**config.mk**
```make
export PLATFORM = sky130hd
export DESIGN_NAME = jk_seq_driver_flat
export DESIGN_NICKNAME = d
export VERILOG_FILES = /design/src/rtl/jk_seq_driver_if.sv /design/src/rtl/jk_seq_driver.sv /design/src/flat_wrapper.sv
export SDC_FILE = /design/constraint.sdc
export NUM_CORES = 1
export LEC_CHECK = 0
export CAP_MARGIN = 15
export CORE_ASPECT_RATIO = 1.1
export CORE_MARGIN = 2
export CORE_UTILIZATION = 40
export DETAILED_ROUTE_END_ITERATION = 7
export SLEW_MARGIN = 20
export SYNTH_ARGS = -nofsm -noshare
export SYNTH_HDL_FRONTEND = slang
export SYNTH_SLANG_ARGS = --single-unit
```
**constraint.sdc**
```tcl
create_clock -name clk -period 2 [get_ports clk]
set_input_delay 0.3 -clock clk [delete_from_list [all_inputs] [get_ports clk]]
set_output_delay 0.3 -clock clk [all_outputs]
set_load 0.01 [all_outputs]
```
**src/rtl/jk_seq_driver_if.sv**
```systemverilog
// Target-bit handshake plus JK drive/feedback and status bundle for jk_seq_driver.
// The master side (upstream + downstream flop) drives tgt_valid/tgt_bit/Q.
// The slave side (the driver) returns tgt_ready, J/K and the error status.
interface jk_seq_driver_if #(
    parameter int CNT_W = 8
);
    logic             tgt_valid;
    logic             tgt_bit;
    logic             tgt_ready;
    logic             Q;
    logic             J;
    logic             K;
    logic             busy;
    logic             err;
    logic [CNT_W-1:0] err_cnt;

    modport master (
        output tgt_valid, tgt_bit, Q,
        input  tgt_ready, J, K, busy, err, err_cnt
    );

    modport slave (
        input  tgt_valid, tgt_bit, Q,
        output tgt_ready, J, K, busy, err, err_cnt
    );
endinterface

```
**src/rtl/jk_seq_driver.sv**
```systemverilog
// Purpose: queues target bits and drives a downstream JK flop to each one, then verifies Q.
// Latency: J/K one cycle after the push into an idle driver, err three cycles after; one bit per 2 cycles.
// Backpressure: tgt_ready = !full, no bypass. Optional macro JK_SEQ_TOGGLE_EN selects toggle excitation.
module jk_seq_driver #(
    parameter int DEPTH = 4,
    parameter int CNT_W = 8
) (
    input  logic               clk,
    input  logic               rst,
    jk_seq_driver_if.slave     bus
);
    localparam int AW = (DEPTH > 1) ? $clog2(DEPTH) : 1;
    localparam logic [AW:0] DEPTH_C = (AW + 1)'(DEPTH);

    typedef enum logic [1:0] {
        IDLE  = 2'd0,
        DRIVE = 2'd1,
        CHECK = 2'd2
    } state_t;

    state_t           state;
    state_t           state_nxt;

    logic [DEPTH-1:0] mem;
    logic [AW-1:0]    wr_ptr;
    logic [AW-1:0]    rd_ptr;
    logic [AW:0]      count;
    logic             full;
    logic             empty;
    logic             push;
    logic             pop;
    logic             head;

    logic             cur_tgt;
    logic [1:0]       jk_nxt;
    logic             chk;
    logic             j_q;
    logic             k_q;
    logic             err_q;
    logic [CNT_W-1:0] err_cnt_q;

    // Excitation needed to move the flop from q to t; {J,K}.
    function automatic logic [1:0] excite(input logic q, input logic t);
`ifdef JK_SEQ_TOGGLE_EN
        return (q != t) ? 2'b11 : 2'b00;
`else
        if (q == t) return 2'b00;
        return t ? 2'b10 : 2'b01;
`endif
    endfunction

    assign full  = (count == DEPTH_C);
    assign empty = (count == '0);
    assign push  = bus.tgt_valid && !full;
    assign head  = mem[rd_ptr];

    // FSM state register.
    always_ff @(posedge clk) begin
        if (rst) state <= IDLE;
        else     state <= state_nxt;
    end

    // Next-state logic; emptiness is the registered occupancy, so a bit pushed on a CHECK exit edge waits.
    always_comb begin
        state_nxt = state;
        case (state)
            IDLE:    if (!empty) state_nxt = DRIVE;
            DRIVE:   state_nxt = CHECK;
            CHECK:   state_nxt = empty ? IDLE : DRIVE;
            default: state_nxt = IDLE;
        endcase
    end

    // FSM outputs: pop the head and compute its excitation when entering DRIVE; flag the CHECK exit.
    always_comb begin
        pop    = 1'b0;
        jk_nxt = 2'b00;
        chk    = 1'b0;
        case (state)
            IDLE: begin
                if (!empty) begin
                    pop    = 1'b1;
                    jk_nxt = excite(bus.Q, head);
                end
            end
            CHECK: begin
                chk = 1'b1;
                if (!empty) begin
                    pop    = 1'b1;
                    jk_nxt = excite(bus.Q, head);
                end
            end
            default: ;
        endcase
    end

    // FIFO storage; a push coincident with reset is dropped.
    always_ff @(posedge clk) begin
        if (push && !rst) mem[wr_ptr] <= bus.tgt_bit;
    end

    // FIFO pointers and occupancy; push and pop together leave occupancy unchanged.
    always_ff @(posedge clk) begin
        if (rst) begin
            wr_ptr <= '0;
            rd_ptr <= '0;
            count  <= '0;
        end else begin
            if (push) wr_ptr <= wr_ptr + AW'(1);
            if (pop)  rd_ptr <= rd_ptr + AW'(1);
            case ({push, pop})
                2'b10:   count <= count + (AW + 1)'(1);
                2'b01:   count <= count - (AW + 1)'(1);
                default: count <= count;
            endcase
        end
    end

    // Registered drive, current target, one-cycle err pulse and saturating error count.
    always_ff @(posedge clk) begin
        if (rst) begin
            j_q       <= 1'b0;
            k_q       <= 1'b0;
            cur_tgt   <= 1'b0;
            err_q     <= 1'b0;
            err_cnt_q <= '0;
        end else begin
            {j_q, k_q} <= jk_nxt;
            if (pop) cur_tgt <= head;
            err_q <= chk && (bus.Q != cur_tgt);
            if (chk && (bus.Q != cur_tgt) && (err_cnt_q != '1))
                err_cnt_q <= err_cnt_q + CNT_W'(1);
        end
    end

    assign bus.tgt_ready = !full;
    assign bus.J         = j_q;
    assign bus.K         = k_q;
    assign bus.busy      = !empty || (state != IDLE);
    assign bus.err       = err_q;
    assign bus.err_cnt   = err_cnt_q;
endmodule

```
**src/flat_wrapper.sv**
```systemverilog
// flat-port wrapper written by rule: the top's interface ports become plain ports
module jk_seq_driver_flat 
#(
    parameter int DEPTH = 4,
    parameter int CNT_W = 8
)
  (clk, rst, bus_tgt_valid, bus_tgt_bit, bus_Q, bus_tgt_ready, bus_J, bus_K, bus_busy, bus_err, bus_err_cnt);
  jk_seq_driver_if #(.CNT_W(CNT_W)) bus_i ();
  input  logic clk;
  input  logic rst;
  input wire logic [$bits(bus_i.tgt_valid)-1:0] bus_tgt_valid;
  input wire logic [$bits(bus_i.tgt_bit)-1:0] bus_tgt_bit;
  input wire logic [$bits(bus_i.Q)-1:0] bus_Q;
  output wire logic [$bits(bus_i.tgt_ready)-1:0] bus_tgt_ready;
  output wire logic [$bits(bus_i.J)-1:0] bus_J;
  output wire logic [$bits(bus_i.K)-1:0] bus_K;
  output wire logic [$bits(bus_i.busy)-1:0] bus_busy;
  output wire logic [$bits(bus_i.err)-1:0] bus_err;
  output wire logic [$bits(bus_i.err_cnt)-1:0] bus_err_cnt;
  assign bus_i.tgt_valid = bus_tgt_valid;
  assign bus_i.tgt_bit = bus_tgt_bit;
  assign bus_i.Q = bus_Q;
  assign bus_tgt_ready = bus_i.tgt_ready;
  assign bus_J = bus_i.J;
  assign bus_K = bus_i.K;
  assign bus_busy = bus_i.busy;
  assign bus_err = bus_i.err;
  assign bus_err_cnt = bus_i.err_cnt;
  jk_seq_driver #(.DEPTH(DEPTH), .CNT_W(CNT_W)) u_core (.clk(clk), .rst(rst), .bus(bus_i));
endmodule
```
==> results of run 1 <==
## through the flow
step / total power [µW] / cell area (µm²) / TNS [ns] / setup slack, ns / utilization
global route: 1617 / 1486 / -0.1364 / -0.07237 / 0.5351
global placement: 1217 / 1439 / 0 / 0.01400 / 0.5180
CTS: 1505 / 1486 / 0 / 0.001318 / 0.5351
finish: 1485 / 1486 / 0 / 0.008239 / 0.5351
detailed placement: 1246 / 1439 / -0.02205 / -0.02205 / 0.5180
floorplan: 1022 / 1202 / 0 / 0.03906 / -
## per-layer routing
| layer | GRT usage | up-vias |
|---|---|---|
| met5 | 0 | - |
| met4 | 0.07317 | 0 |
| met3 | 0.03198 | 3 |
| met2 | 0.2670 | 17 |
| met1 | 0.1868 | 434 |
| li1 | - | 463 |
## placed cells by master, fill, tap and decap left out, drive strengths merged, types with 2 or more instances in the layout
cell           count
xor2               3
nor3b              4
ha                 6
inv                7
a21oi             10
buf                9
nand4              2
o31ai              2
nand3              2
edfxtp             4
or3                5
clkbuf             3
nand2              7
nor2              13
nand2b             2
or4                2
xnor2              3
nor2b              2
clkdlybuf4s50     17
dfxtp             21
o21ai              5
and2               4
## flip-flops by register name, summed over array words and instances (netlist names)
signal,count
u_core.bus.J,1
u_core.wr_ptr,2
u_core.rd_ptr,2
u_core.bus.K,1
u_core.bus.err_cnt,8
u_core.bus.err,1
u_core.state,2
u_core.mem,4
u_core.cur_tgt,1
u_core.count,3
## cell type report
| cell class | instances | area, µm² | share of cell area |
|---|---|---|---|
| Timing Repair Buffer | 26 | 237.7 | 0.1599 |
| Multi-Input combinational cell | 83 | 611.8 | 0.4116 |
| Tap cell | 33 | 41.29 | 0.02778 |
| Sequential cell | 25 | 544.3 | 0.3662 |
| Inverter | 6 | 22.52 | 0.01515 |
| Clock buffer | 3 | 22.52 | 0.01515 |
| Clock inverter | 1 | 6.256 | 0.004209 |
## cells by family after synthesis
logic type | count (synthesis) | synth area share
buffers and inverters | 8 | 0.04251
DFF | 25 | 0.4591
and+or+nand+nor | 48 | 0.2338
muxes | 3 | 0.03719
xor gates and xnor gates | 6 | 0.05102
adders and majority gates | 7 | 0.08076
AOI/OAI and AO/OA | 19 | 0.09564
## power by group through the flow
stage	Clock [µW]	Combinational (µW)	Sequential (µW)
2_1_floorplan	0	358	665
3_3_place_gp	0	558	660
3_5_place_dp	0	576	670
4_1_cts	246	599	659
5_1_grt	272	672	673
6_report	238	588	658
## repair_timing
action | in CTS | in global routing
pin swaps | 3 | 0
gates resized for setup | 4 | 0
buffers inserted | 2 | 0
endpoints found under the setup margin | 1 | 2
cloned | 0 | 0
## tightest hold or removal path: stages (launching register included)
cell,delay (ns)
dfxtp_1,0.37
nand2_1,0.07
a21oi_1,0.05
## final timing paths
kind,start,end,slack [ns],depth (start not counted)
setup / recovery,u_core.count[2]$_SDFFE_PP0P_,u_core.count[2]$_SDFFE_PP0P_,0.008,8
hold reg to reg,u_core.wr_ptr[1]$_SDFFE_PP0P_,u_core.wr_ptr[1]$_SDFFE_PP0P_,0.52,2
hold / removal,u_core.wr_ptr[1]$_SDFFE_PP0P_,u_core.wr_ptr[1]$_SDFFE_PP0P_,0.52,2
setup reg to reg,u_core.count[2]$_SDFFE_PP0P_,u_core.count[2]$_SDFFE_PP0P_,0.008,8
==> results.json, run 1 <==
{
  "status": "finished clean",
  "ys_types": 32,
  "portBuffers": 17,
  "place_congestion": 0.7122,
  "synthArstFlopShare": 0,
  "crit_type": "flop to flop",
  "synthTopCellsByArea": "dfxtp_1, edfxtp_1, ha_1, a21oi_1, nor2_1",
  "timing.hold.ws_ns": 0.5207,
  "grt_pass1_vias": 899,
  "nets": 157,
  "critPathBufInv": 1,
  "path_delay_family": "simple AND/OR/NAND/NOR gates",
  "synth-edff-count": 4,
  "synthesis.nets": 128,
  "drc": 0,
  "fmax_mhz": 502.1,
  "end_kind": "flop",
  "totalWireLength_um": 2262,
  "clock-root-buffer": "clkbuf_4",
  "drv_cap": 0,
  "synth.top_cell.area_share": 0.3571,
  "min_path_type": "flop to flop",
  "clk_pin_slew_ns": 0.14,
  "antenna_found_initial": 0,
  "setup_viol": 0,
  "grt_pass1_wl_um": 4036,
  "synthesis.area_um2": 1177,
  "pwr-share-seq": 0.443,
  "dr_wl_met2_um": 1105,
  "tightest_slew_ns": 0.2778,
  "n_fill_cell": 265,
  "die_w_um": 55.73,
  "syn2layout_area_growth_pct": 26.25,
  "fin_cells": 177,
  "synth_common_cells": "dfxtp_1, nor2_1, a21oi_1",
  "yosysTopAreaCell": "dfxtp_1",
  "p_int_uw": 990.1,
  "critPathMaxStageDelay_ns": 0.41,
  "p_per_area_nw_per_um2": 999.0,
  "p_sw_frac": 0.3332,
  "ctsLongestPathBuffers": 2,
  "crit_arrival_ns": 2.26,
  "skew_ns": 0.005621,
  "synth-main-ff-cell": "dfxtp_1",
  "syn_area_per_cell_um2": 10.15,
  "yosysWarnings": 0,
  "yosysMostFrequentCell": "dfxtp_1",
  "drtAntennaViolNets": 0,
  "die_h_um": 60.90,
  "grt_usage": 0.1541,
  "overflow": 0,
  "routed.top_layer": "met4",
  "ys_seq_elements": 25,
  "via_count": 917,
  "start_kind": "flop",
  "slew_violations": 0,
  "cts_hold_buf": 0,
  "cts_sinks": 25,
  "power_switching_uw": 494.7,
  "relSlewSlack": 0.8142,
  "period_minus_slack_ns": 1.992,
  "drive_gt1_frac": 0.1806,
  "num_antenna_cells": 0,
  "ios": 18,
  "vdd_drop_max_mv": 0.6717,
  "cts_buffers": 3,
  "hpwl_um": 1747,
  "drtIter0Drc": 22,
  "cp_max_fo": 4,
  "route.detailed.vias_per_inst": 5.181,
  "wl_met1_um": 1041,
  "power_frac_comb": 0.396,
  "pwr-share-clk": 0.160,
  "cts_tree": "built",
  "core_um2": 2778,
  "crit_chain": "or3b_4 -> nand2_4 -> ha_4 -> inv_2 -> fa_2 -> xor2_1 -> or3_1 -> a21oi_1",
  "die_area_um2": 3394,
  "wl_met3_um": 91,
  "required_ns": 2.27,
  "start_util": 0.4239,
  "syn_inst": 116,
  "yosysSeqAreaShare": 0.4591,
  "grt_max_degree": 16,
  "rows": 20,
  "avgRoutedWirePerCell_um": 12.78,
  "firstDrtPassIters": 4,
  "p_leak_uw": 0.0005519,
  "dp_cells": 171,
  "ctsHtreeMaxLevel": 1,
  "clk_latency_ns": 0.33,
  "hold_viol": 0,
  "crit_slowest_cell": "or3b_4",
  "period_share": 0.9959,
  "rsz0062_at_grt": "true"
}
(Power assumes the default switching activity.)
==> run 2: changes to the inputs <==
--- a/config.mk
+++ b/config.mk
@@ -9,6 +9,7 @@
 export CORE_ASPECT_RATIO = 1.1
 export CORE_MARGIN = 2
 export CORE_UTILIZATION = 40
+export CTS_CLUSTER_SIZE = 25
 export DETAILED_ROUTE_END_ITERATION = 7
 export SLEW_MARGIN = 20
 export SYNTH_ARGS = -nofsm -noshare
==> constraint.sdc (replaced) <==
create_clock -name clk -period 1.7 [get_ports clk]
set_input_delay 0.255 -clock clk [delete_from_list [all_inputs] [get_ports clk]]
set_output_delay 0.255 -clock clk [all_outputs]
set_load 0.01 [all_outputs]
==> run 2 against run 1 <==
The flow now finishes with violations (setup timing). Setup slack lost 0.30 ns. Design area up 2.3%. Critical path depth is the same. Die area stayed put. Sequential cell count stayed put. Final cell count is 1.7% higher. Register-to-register slack got worse by 0.30 ns. Clock skew grew 0.0068 ns. Count of clock-buffer cells in the layout did not move.
==> results.json, run 2 (synthesized netlist as in run 1, its figures left out) <==
{
  "status": "finished, violations left",
  "violations": "setup timing",
  "period_minus_slack_ns": 1.989,
  "setup_viol": 3,
  "path_delay_family": "simple AND/OR/NAND/NOR gates",
  "start_util": 0.4239,
  "hp-start": "u_core.bus.err_cnt[7]$_SDFFE_PP0P_",
  "die_area_um2": 3394,
  "end_kind": "flop",
  "ctsLongestPathBuffers": 2,
  "r2r_setup_slack_ns": -0.29,
  "syn2layout_area_growth_pct": 29.12,
  "cts_hold_buf": 0,
  "crit_start": "u_core.count[1]$_SDFFE_PP0P_",
  "vdd_drop_max_mv": 0.7644,
  "postPlaceCellArea_um2": 1479,
  "min_to": "u_core.bus.err_cnt[7]$_SDFFE_PP0P_",
  "via_count": 917,
  "setup_ws_ns": -0.2888,
  "p_sw_frac": 0.3328,
  "rows": 20,
  "clk_latency_ns": 0.31,
  "min_path_type": "flop to flop",
  "crit_slowest_cell": "or3b_4",
  "start_kind": "flop",
  "grt_pass1_vias": 881,
  "slew_violations": 0,
  "grt_usage": 0.1438,
  "crit_type": "flop to flop",
  "r2r-start": "u_core.count[1]$_SDFFE_PP0P_",
  "worstRegToRegCells": 8,
  "relSlewSlack": 0.7959,
  "crit_chain": "or3b_4 -> nand2_4 -> ha_4 -> inv_2 -> fa_2 -> xor2_1 -> or3_1 -> a21oi_2",
  "tightest_slew_ns": 0.3061,
  "required_ns": 1.96,
  "p_per_area_nw_per_um2": 1165,
  "drc": 0,
  "hpwl_um": 1720,
  "p_int_uw": 1181,
  "skew_ns": 0.01247,
  "drtAntennaViolNets": 0,
  "crit_arrival_ns": 2.25,
  "multi_input_area_um2": 629.4,
  "clk_pin_slew_ns": 0.14,
  "clock-root-buffer": "clkbuf_4",
  "whs_path_depth": 2,
  "portBuffers": 17,
  "overflow": 0,
  "period_share": 1.170,
  "drv_cap": 0,
  "r2r_end": "u_core.count[2]$_SDFFE_PP0P_",
  "pwr-share-seq": 0.437,
  "die_w_um": 55.73,
  "post-route-util": 0.5473,
  "cts_tree": "built",
  "cts_buffers": 3,
  "antenna_found_initial": 0,
  "n_fill_cell": 262,
  "die_h_um": 60.90,
  "largest_reg_flops": 8,
  "drive_gt1_frac": 0.2381,
  "power_frac_comb": 0.417,
  "critPathMaxStageDelay_ns": 0.41,
  "fmax_mhz": 502.8,
  "p_leak_uw": 0.0005642,
  "firstDrtPassIters": 4,
  "grt_pass1_wl_um": 3795,
  "cts_setup_buffers": 0,
  "core_um2": 2778,
  "dp_worst_setup_slack_ns": -0.2809,
  "final_area_um2": 1520,
  "pwr-share-clk": 0.145,
  "area.sequential_um2": 544.3,
  "ctsHtreeMaxLevel": 1,
  "tns_ns": -0.5597,
  "cp_max_fo": 4,
  "nets": 160,
  "drtIter0Drc": 18,
  "rsz0062_at_grt": "true",
  "route.detailed.vias_per_inst": 5.094,
  "ios": 18,
  "grt_max_degree": 15,
  "hold_viol": 0,
  "cts_sinks": 25,
  "place_congestion": 0.7433,
  "totalWireLength_um": 2216,
  "num_antenna_cells": 0,
  "power_switching_uw": 589.2,
  "final_cell_mix": "dfxtp_1, clkdlybuf4s50_1, buf_4, nor2_1, a21oi_1",
  "final_common_cell": "dfxtp_1",
  "critPathBufInv": 1,
  "avgRoutedWirePerCell_um": 12.31
}
run 2: cell count changes in the layout (fill, tap and decap cells not counted), sizes merged:
| cell | delta |
|---|---|
| inv | -1 |
| clkdlybuf4s50 | -1 |
| buf | +4 |
| clkinv | +1 |
run 2: final cells by class:
cell class | count | share of cell area
inverter | 6 | 0.01481
sequential | 25 | 0.3580
multi-input combinational | 83 | 0.4140
clock inverter | 1 | 0.003292
tap | 33 | 0.02716
timing repair buffer | 29 | 0.1679
clock buffer | 3 | 0.01481
run 2: tightest hold or removal path: cells and delay by family, from the launching register on:
family | cells | cell delay (ns)
flip-flops | 1 | 0.37
AO/OA/AOI/OAI | 2 | 0.13
run 2: worst max path at each step:
stage                                              end  slack (ns)  cells past startpoint
after detailed placement  u_core.count[2]$_SDFFE_PP0P_       -0.28                      8
after floorplan           u_core.count[2]$_SDFFE_PP0P_       -0.24                      8
after global placement    u_core.count[2]$_SDFFE_PP0P_       -0.22                      8
after CTS                 u_core.count[2]$_SDFFE_PP0P_       -0.29                      8
after global routing      u_core.count[2]$_SDFFE_PP0P_       -0.37                      8
final                     u_core.count[2]$_SDFFE_PP0P_       -0.29                      8
run 2: power groups by stage:
stage,clock network [µW],logic [µW],registers (µW)
global placement,0,685,775
detailed placement,0,708,783
finish,257,739,774
global route,294,833,788
floorplan,0,424,784
CTS,271,715,770
run 2: stage by stage:
stage / hold slack (ns) / instances / power, µW
finish: 0.5232 / 180 / 1770
CTS: 0.5114 / 180 / 1756
floorplan: 0.3311 / 116 / 1208
global placement: 0.4731 / 176 / 1460
global route: 0.5480 / 180 / 1916
detailed placement: 0.4918 / 176 / 1492
run 2: timing repair:
item,4_1_cts,5_1_grt
resized for setup,4,6
pin swaps,0,2
setup endpoints to repair,4,4
cloned,0,0
run 2: metal layers:
| layer | global-route usage | wire length (µm) |
|---|---|---|
| met1 | 0.1709 | 991 |
| met2 | 0.2653 | 1109 |
| met3 | 0.02559 | 94 |
| met4 | 0.05226 | 21 |
| met5 | 0 | 0 |
==> run 3: changes to the inputs <==
--- a/config.mk
+++ b/config.mk
@@ -5,12 +5,14 @@
 export SDC_FILE = /design/constraint.sdc
 export NUM_CORES = 1
 export LEC_CHECK = 0
+export ABC_AREA = 1
 export CAP_MARGIN = 15
 export CORE_ASPECT_RATIO = 1.1
 export CORE_MARGIN = 2
 export CORE_UTILIZATION = 40
 export CTS_CLUSTER_SIZE = 25
 export DETAILED_ROUTE_END_ITERATION = 7
+export PLACE_DENSITY_LB_ADDON = 0.05
 export SLEW_MARGIN = 20
 export SYNTH_ARGS = -nofsm -noshare
 export SYNTH_HDL_FRONTEND = slang
==> run 3 against run 2 <==
The run now ends clean. Global-route usage rose by 1.1 points. Critical endpoint unchanged. Sequential share of layout area fell by 3.8 points. Final cell count rose by 36%. Highest routed layer unchanged. Sequential power rose by 0.8%. Total power rose by 21%. Clock power rose by 5%.
==> results.json, run 3 <==
{
  "status": "finished clean",
  "cp_max_fo": 5,
  "yosysWarnings": 0,
  "die_h_um": 63.16,
  "hold_viol": 0,
  "synth-main-ff-cell": "dfxtp_1",
  "synthArstFlopShare": 0,
  "min_path_type": "flop to flop",
  "end_kind": "flop",
  "synth-edff-count": 4,
  "drc": 0,
  "ctsLongestPathBuffers": 2,
  "cts_sinks": 25,
  "ctsHtreeMaxLevel": 1,
  "drtIter0Drc": 50,
  "yosysTopAreaCell": "dfxtp_1",
  "r2r_setup_slack_ns": 0.06,
  "fmax_mhz": 608.5,
  "syn2layout_area_growth_pct": 33.82,
  "ios": 18,
  "overflow": 0,
  "firstDrtPassIters": 4,
  "p_leak_uw": 0.0007081,
  "start_util": 0.4175,
  "nets": 223,
  "core_um2": 3048,
  "crit_arrival_ns": 1.91,
  "p_per_area_nw_per_um2": 1263,
  "synth_common_cells": "nand2_1, inv_1, nor2_1",
  "drive_gt1_frac": 0.2333,
  "avgRoutedWirePerCell_um": 10.81,
  "slew_violations": 0,
  "synthesis.area_um2": 1272,
  "post-route-util": 0.5587,
  "grt_pass1_wl_um": 4519,
  "largest_reg_flops": 8,
  "synthesis.nets": 186,
  "ys_seq_elements": 25,
  "synthTopCellsByArea": "dfxtp_1, nand2_1, edfxtp_1, inv_1, nor2_1",
  "skew_ns": 0.006048,
  "portBuffers": 17,
  "start_kind": "flop",
  "tightest_slew_ns": 0.2149,
  "grt_pass1_vias": 1044,
  "drtAntennaViolNets": 0,
  "syn_area_per_cell_um2": 7.313,
  "via_count": 1140,
  "setup_ws_ns": 0.05661,
  "die_w_um": 57.78,
  "num_antenna_cells": 0,
  "period_share": 0.9667,
  "route.detailed.vias_per_inst": 4.672,
  "yosysMostFrequentCell": "nand2_1",
  "cts_buffers": 3,
  "hpwl_um": 1980,
  "place_congestion": 0.7685,
  "dp_worst_setup_slack_ns": -0.2067,
  "die_area_um2": 3649,
  "setup_viol": 0,
  "antenna_found_initial": 0,
  "vdd_drop_max_mv": 1.057,
  "grt_max_degree": 15,
  "grt_usage": 0.1552,
  "cts_tree": "built",
  "cts_hold_buf": 0,
  "clk_latency_ns": 0.33,
  "required_ns": 1.97,
  "crit_type": "flop to flop",
  "relSlewSlack": 0.8554,
  "clock-root-buffer": "clkbuf_4",
  "period_minus_slack_ns": 1.643,
  "final_common_cell": "nand2_1",
  "synth.top_cell.area_share": 0.3304,
  "rsz0062_at_grt": "true",
  "ys_types": 22,
  "drv_cap": 0,
  "yosysSeqAreaShare": 0.4248,
  "syn_inst": 174,
  "rows": 21,
  "totalWireLength_um": 2638,
  "final_cell_mix": "nand2_1, nor2_1, inv_1, dfxtp_1, buf_4",
  "clk_pin_slew_ns": 0.14
}
[run 3: cell type report]
type                       instances  area (µm²)
fill                             288        1345
clock buffer                       3       22.52
timing repair buffer              34       299.0
clock inverter                     1       5.005
inverter                          30       117.6
sequential                        25       544.3
tap                               34       42.54
multi-input combinational        117       671.9
[run 3: final timing paths]
check                               startpoint                           end  cells after the start
setup / recovery  u_core.count[2]$_SDFFE_PP0P_  u_core.count[2]$_SDFFE_PP0P_                     11
hold / removal    u_core.state[1]$_SDFFE_PP0P_  u_core.state[1]$_SDFFE_PP0P_                      1
setup reg to reg  u_core.count[2]$_SDFFE_PP0P_  u_core.count[2]$_SDFFE_PP0P_                     11
hold reg to reg   u_core.state[1]$_SDFFE_PP0P_  u_core.state[1]$_SDFFE_PP0P_                      1
[run 3: cell families (layout without fill, tap and decap cells)]
logic type	Yosys count	count (layout)	share of synthesized area
and+or+nand+nor	90	90	0.3107
buffers and inverters	32	68	0.09636
AOI/OAI and AO/OA	19	19	0.08652
adders and majority gates	7	7	0.07473
DFF	25	25	0.4248
xor gates and xnor gates	1	1	0.006884
[run 3: where the power goes]
part | internal (µW) | total (µW) | switching, µW
Sequential | 709 | 780 | 70.8
Clock | 88.4 | 271 | 183
Combinational | 544 | 1100 | 555
Total | 1340 | 2150 | 809
[run 3: what timing repair did]
item / CTS / global route
setup endpoints to repair: 3 / 3
pin swaps: 0 / 5
setup buffers: 0 / 3
resized for setup: 9 / 16
[run 3: metal layers]
layer / GRT usage / share of wire
met1: 0.2141 / 0.49
met2: 0.2372 / 0.44
met3: 0.02875 / 0.048
met4: 0.06105 / 0.019
met5: 0 / 0
[run 3: critical path: stages, from the launching register on]
cell and delay, ns:
dfxtp_2 0.36, buf_6 0.10, nand3_4 0.08, nand2_4 0.10, ha_4 0.13, inv_2 0.04, fa_2 0.37, a21oi_2 0.15
o21ai_2 0.08, nand2_1 0.06, nand2_1 0.04, nor2_1 0.09
[run 3: stage by stage]
step	total power (µW)	area [µm²]	hold slack [ns]	setup TNS (ns)	std cells
after global routing	2316	1703	0.5052	-0.07730	244
after detailed placement	1660	1588	0.4701	-0.3247	237
final	2150	1703	0.4921	0	244
after floorplan	1250	1280	0.3337	0	174
after global placement	1633	1588	0.4648	-0.2405	237
after CTS	1929	1623	0.4913	0	241
